**src/rtl/uart_pkg.sv**
```systemverilog
// Shared UART definitions: parity modes and receiver states.
// Shared by the receiver and a future transmitter.
package uart_pkg;

  localparam int PAR_NONE = 0;
  localparam int PAR_EVEN = 1;
  localparam int PAR_ODD  = 2;

  typedef enum logic [2:0] {
    ST_IDLE,
    ST_START,
    ST_DATA,
    ST_PARITY,
    ST_STOP
  } rx_state_t;

endpackage

```
**src/rtl/uart_rx_sampler.sv**
```systemverilog
// Input synchroniser and 3-tap majority voter for the UART receiver.
// Ports: BRclk, rst_n, rx (async line), busy, cnt -> rx_s, bit_val, bit_stb.
module uart_rx_sampler #(
  parameter int SYNC_STAGES = 2,
  parameter int OVERSAMPLE  = 16,
  parameter int CW          = $clog2(OVERSAMPLE)
) (
  input  logic          BRclk,
  input  logic          rst_n,
  input  logic          rx,
  input  logic          busy,
  input  logic [CW-1:0] cnt,
  output logic          rx_s,
  output logic          bit_val,
  output logic          bit_stb
);

  localparam logic [CW-1:0] TAP0 = CW'(OVERSAMPLE / 2 - 1);
  localparam logic [CW-1:0] TAP1 = CW'(OVERSAMPLE / 2);
  localparam logic [CW-1:0] TAP2 = CW'(OVERSAMPLE / 2 + 1);

  logic [SYNC_STAGES-1:0] sync;
  logic                   s0;
  logic                   s1;

  always_ff @(posedge BRclk) begin
    if (!rst_n) begin
      sync <= '1;
      s0   <= 1'b1;
      s1   <= 1'b1;
    end else begin
      sync <= {sync[SYNC_STAGES-2:0], rx};
      if (busy && cnt == TAP0) s0 <= rx_s;
      if (busy && cnt == TAP1) s1 <= rx_s;
    end
  end

  assign rx_s = sync[SYNC_STAGES-1];

  // Third tap is the live synchronised sample, so the vote
  // resolves in the same cycle it is taken.
  assign bit_stb = busy && cnt == TAP2;
  assign bit_val = (s0 & s1) | (s0 & rx_s) | (s1 & rx_s);

endmodule

```
**src/rtl/uart_rx_param.sv**
```systemverilog
// Parametrised UART receiver on the oversampling clock BRclk.
// Ports: UART_RX in; RX_DATA/RX_VALID/RX_READY handshake, error flags, OVERRUN, RX_BUSY.
module uart_rx_param
  import uart_pkg::*;
#(
  parameter int DATA_BITS   = 8,
  parameter int OVERSAMPLE  = 16,
  parameter int PARITY      = 0,
  parameter int STOP_BITS   = 1,
  parameter int SYNC_STAGES = 2
) (
  input  logic                 BRclk,
  input  logic                 rst_n,
  input  logic                 UART_RX,
  output logic [DATA_BITS-1:0] RX_DATA,
  output logic                 RX_VALID,
  input  logic                 RX_READY,
  output logic                 FRAME_ERR,
  output logic                 PARITY_ERR,
  output logic                 OVERRUN,
  output logic                 RX_BUSY
);

  localparam int CW = $clog2(OVERSAMPLE);
  localparam int BW = $clog2(DATA_BITS + 1);

  localparam logic [CW-1:0] CNT_LAST = CW'(OVERSAMPLE - 1);
  // cnt is the phase within a bit; after a resolve at
  // OVERSAMPLE/2+1 it carries on from the next phase.
  localparam logic [CW-1:0] CNT_NEXT = CW'(OVERSAMPLE / 2 + 2);
  localparam logic [BW-1:0] DATA_LAST = BW'(DATA_BITS - 1);
  localparam logic [BW-1:0] STOP_LAST = BW'(STOP_BITS - 1);

  localparam bit PAR_ON  = PARITY != PAR_NONE;
  localparam bit PAR_ODDM = PARITY == PAR_ODD;

  rx_state_t            state;
  logic [CW-1:0]        cnt;
  logic [CW-1:0]        cnt_inc;
  logic [BW-1:0]        bcnt;
  logic [DATA_BITS-1:0] shreg;
  logic                 ferr;
  logic                 perr;
  logic                 busy;
  logic                 rx_s;
  logic                 bit_val;
  logic                 bit_stb;

  assign busy    = state != ST_IDLE;
  assign cnt_inc = (cnt == CNT_LAST) ? '0 : cnt + 1'b1;

  uart_rx_sampler #(
    .SYNC_STAGES(SYNC_STAGES),
    .OVERSAMPLE (OVERSAMPLE),
    .CW         (CW)
  ) u_sampler (
    .BRclk  (BRclk),
    .rst_n  (rst_n),
    .rx     (UART_RX),
    .busy   (busy),
    .cnt    (cnt),
    .rx_s   (rx_s),
    .bit_val(bit_val),
    .bit_stb(bit_stb)
  );

  always_ff @(posedge BRclk) begin
    if (!rst_n) begin
      state      <= ST_IDLE;
      cnt        <= '0;
      bcnt       <= '0;
      shreg      <= '0;
      ferr       <= 1'b0;
      perr       <= 1'b0;
      RX_DATA    <= '0;
      RX_VALID   <= 1'b0;
      FRAME_ERR  <= 1'b0;
      PARITY_ERR <= 1'b0;
      OVERRUN    <= 1'b0;
      RX_BUSY    <= 1'b0;
    end else begin
      OVERRUN <= 1'b0;
      if (RX_VALID && RX_READY) RX_VALID <= 1'b0;

      unique case (state)
        ST_IDLE: begin
          if (!rx_s) begin
            state   <= ST_START;
            cnt     <= '0;
            bcnt    <= '0;
            ferr    <= 1'b0;
            perr    <= 1'b0;
            RX_BUSY <= 1'b1;
          end
        end

        ST_START: begin
          cnt <= cnt_inc;
          if (bit_stb) begin
            if (bit_val) begin
              state   <= ST_IDLE;
              RX_BUSY <= 1'b0;
            end else begin
              state <= ST_DATA;
              cnt   <= CNT_NEXT;
            end
          end
        end

        ST_DATA: begin
          cnt <= cnt_inc;
          if (bit_stb) begin
            cnt   <= CNT_NEXT;
            shreg <= {bit_val, shreg[DATA_BITS-1:1]};
            if (bcnt == DATA_LAST) begin
              bcnt  <= '0;
              state <= PAR_ON ? ST_PARITY : ST_STOP;
            end else begin
              bcnt <= bcnt + 1'b1;
            end
          end
        end

        ST_PARITY: begin
          cnt <= cnt_inc;
          if (bit_stb) begin
            cnt   <= CNT_NEXT;
            perr  <= (^shreg ^ bit_val) != PAR_ODDM;
            state <= ST_STOP;
          end
        end

        ST_STOP: begin
          cnt <= cnt_inc;
          if (bit_stb) begin
            cnt <= CNT_NEXT;
            if (!bit_val) ferr <= 1'b1;
            if (bcnt == STOP_LAST) begin
              bcnt    <= '0;
              state   <= ST_IDLE;
              RX_BUSY <= 1'b0;
              // Holding register is free if empty or being
              // drained this very cycle; otherwise drop.
              if (!RX_VALID || RX_READY) begin
                RX_DATA    <= shreg;
                FRAME_ERR  <= ferr | ~bit_val;
                PARITY_ERR <= perr;
                RX_VALID   <= 1'b1;
              end else begin
                OVERRUN <= 1'b1;
              end
            end else begin
              bcnt <= bcnt + 1'b1;
            end
          end
        end

        default: begin
          state   <= ST_IDLE;
          RX_BUSY <= 1'b0;
        end
      endcase
    end
  end

endmodule

```
**config.mk**
```make
export PLATFORM = sky130hd
export DESIGN_NAME = uart_rx_param
export DESIGN_NICKNAME = d
export VERILOG_FILES = /design/src/rtl/uart_pkg.sv /design/src/rtl/uart_rx_sampler.sv /design/src/rtl/uart_rx_param.sv
export SDC_FILE = /design/constraint.sdc
export NUM_CORES = 1
export LEC_CHECK = 0
export CAP_MARGIN = 20
export CORE_MARGIN = 1
export CORE_UTILIZATION = 45
export CTS_CLUSTER_SIZE = 25
export DETAILED_ROUTE_END_ITERATION = 10
export PLACE_DENSITY = 0.67
export SLEW_MARGIN = 0
export SYNTH_ARGS = -nofsm -noshare
export SYNTH_HDL_FRONTEND = slang
export SYNTH_HIERARCHICAL = 1
export SYNTH_SLANG_ARGS = --single-unit
```
**constraint.sdc**
```tcl
create_clock -name BRclk -period 2.5 [get_ports BRclk]
set_clock_uncertainty 0.05 [all_clocks]
set_input_delay 0.375 -clock BRclk [delete_from_list [all_inputs] [get_ports BRclk]]
set_output_delay 0.375 -clock BRclk [all_outputs]
set_load 0.005 [all_outputs]
```
==> flow_metrics.py <==
metrics = {
    "critical_path": {
        "endpoint_kind": "flop",
        "ff2ff_setup_slack_ns": 0.23,
        "cp.arrival_ns": 2.44,
        "cp_max_fo": 10,
        "crit_start": "state[1]",
        "path_cells": "nor2_1 -> nand2_1 -> and4bb_1 -> and2_2 -> nor2_1 -> nand2b_1 -> and3_4 -> or4_1 -> o22ai_1",
        "worstSetupPathType": "reg2reg",
        "crit_path_top_delay_cell": "or4_1",
        "crit_path_frequent_cell": "nor2_1",
        "crit_family": "simple AND/OR/NAND/NOR gates",
        "critPathMaxStageDelay_ns": 0.46,
        "worstPathRequired_ns": 2.67,
        "start_kind": "flop",
        "cp_num_buf_inv": 0,
        "timing.rr.start": "state[1]",
    },
    "clocking": {
        "clk_path_buf_depth": 2,
        "cts.sinks": 38,
        "post-cts-setup-buffers": 0,
        "cts_buffers": 5,
        "cts_tree": "yes",
        "htree_levels": 2,
        "clk_latency_ns": 0.29,
        "hold_buffers": 0,
        "cts_root_buffer": "clkbuf_8",
        "ctsResizeCount": 0,
        "clk_pin_slew_ns": 0.07,
    },
    "routing": {
        "routedWlPerCell_um": 13.2,
        "drc": 0,
        "routed_via_density": 5.44,
        "firstDrtPassIters": 4,
        "detail-route-antenna-nets": 0,
        "drt_iter0_drc": 48,
        "vias": 1584,
        "drt_wl_total_um": 3840,
    },
    "timing": {
        "max_slew_margin": 0.654,
        "timing.fmax_mhz": 440,
        "worst_pin_slew_ns": 0.517,
        "finalSetupViolCount": 0,
        "fin_crit_sh": 0.910,
        "slew_viol_final": 0,
        "hold_violations": 0,
        "setup_tns_ns": 0,
        "min_period_ns": 2.27,
        "fin_ws_ns": 0.225,
        "rsz0062_at_grt": "no",
    },
    "logic_synthesis": {
        "synth_area_um2": 1870,
        "synthesis.nets": 223,
        "syn_inst": 216,
        "synthArstFlopShare": 0,
        "synth_warnings": 6,
        "synth_edf_count": 0,
        "syn_avg_cell_area_um2": 8.68,
        "ys_ff_latch": 38,
        "ys.flop_type": "dfxtp_1",
        "ys_types": 54,
        "synth_seq_area_share": 0.406,
    },
    "place": {
        "globalplace.congestion": 0.862,
        "portBuffers": 16,
        "place_hpwl_um": 2740,
        "place_ws_ns": 0.125,
        "place_area_um2": 2120,
        "place_inst": 283,
    },
    "floorplanning": {
        "num_rows": 23,
        "coreArea_um2": 4000,
        "io_pins": 17,
        "die-area_um2": 4430,
        "fp.dieH_um": 66.5,
        "start_util": 0.469,
        "dieWidth_um": 66.5,
    },
    "pwr": {
        "leakage_uw": 0.000912,
        "p_per_area_nw_per_um2": 534,
        "ir_drop_v": 0.000230,
    },
    "global_route": {
        "grt_pass1_wl_um": 6530,
        "grt-ovfl-total": 0,
        "antenna_found_initial": 0,
        "gr-usage-all-layers": 0.195,
        "grt_max_degree": 32,
        "grt_pass1_vias": 1432,
    },
    "min_path": {
        "worstHoldStart": "u_sampler/sync[0]",
        "hp-class": "reg2reg",
    },
    "final_layout": {
        "num_antenna_cells": 0,
        "finalNonFillerCells": 291,
        "drive_gt1_frac": 0.108,
        "fillCellCount": 368,
        "design_area_um2": 2240,
        "nNetsFinal": 247,
        "final_common_cell": "dfxtp_1",
        "fin_util": 0.559,
        "syn_to_final_growth_pct": 19.3,
        "layout_common_cells": "38 x dfxtp_1, 26 x nand2_1, 26 x a21oi_1",
    },
    "flow_run": {
        "drv_cap": 0,
    },
    "outcome": {
        "status": "finished clean",
    },
}
## per-stage QoR
stage,power (µW),hold slack (ns)
finish,1190,0.392
global placement,690,0.344
CTS,1210,0.392
floorplan,663,0.336
global route,1240,0.394
detailed placement,689,0.370
## power breakdown
| group | switching [µW] | internal, µW |
|---|---|---|
| sequential | 3.44 | 610 |
| clock | 220 | 297 |
| combinational | 36.9 | 25.7 |
## flip-flops by register name, summed over array words and instances, names as in the netlist
signal,count
RX_DATA,8
shreg,8
bcnt,4
cnt,4
state,3
u_sampler/sync,2
FRAME_ERR,1
OVERRUN,1
PARITY_ERR,1
RX_BUSY,1
RX_VALID,1
ferr,1
perr,1
u_sampler/s0,1
u_sampler/s1,1
## cells in the mapped netlist, types with 3 or more instances
cell type,n,area [µm²]
or3_1,4,25.0
or3b_1,3,26.3
nor2_1,16,60.1
nand2b_1,10,62.6
o21ai_1,3,15.0
clkbuf_1,3,11.3
a21oi_1,26,130
xnor2_1,5,43.8
nor3_1,3,15.0
inv_1,9,33.8
dfxtp_1,38,761
nand2_1,26,97.6
ha_1,3,37.5
mux2i_1,10,100
o21ai_0,4,20.0
nand3_1,5,25.0
## layout make-up
class                           count  area, µm²  area share
Clock buffer                        5       68.8      0.0308
Clock inverter                      3       45.0      0.0201
Inverter                            9       33.8      0.0151
Multi-Input combinational cell    160       1030       0.461
Sequential cell                    38        761       0.340
Tap cell                           50       62.6      0.0280
Timing Repair Buffer               26        235       0.105
## path summary, 6_finish.rpt
path,end,cells past startpoint
max reg2reg,bcnt[3],9
max,bcnt[3],9
min,u_sampler/sync[1],1
min reg2reg,u_sampler/sync[1],1
## cells by family after synthesis
kind of cell	count (synthesis)	share of synthesized area
and+or+nand+nor	85	0.252
AOI/OAI and AO/OA	53	0.173
DFF	38	0.406
buffers and inverters	18	0.0461
muxes	10	0.0534
xor gates and xnor gates	8	0.0447
adders and majority gates	4	0.0254
## routing by layer
metal	global-route usage	vias up	part of all wire
li1	-	813	-
met4	0.0665	0	0.014
met3	0.0462	6	0.044
met5	0	-	0
met1	0.256	735	0.50
met2	0.313	30	0.44
Note: power is estimated with default switching activity, not from simulation.
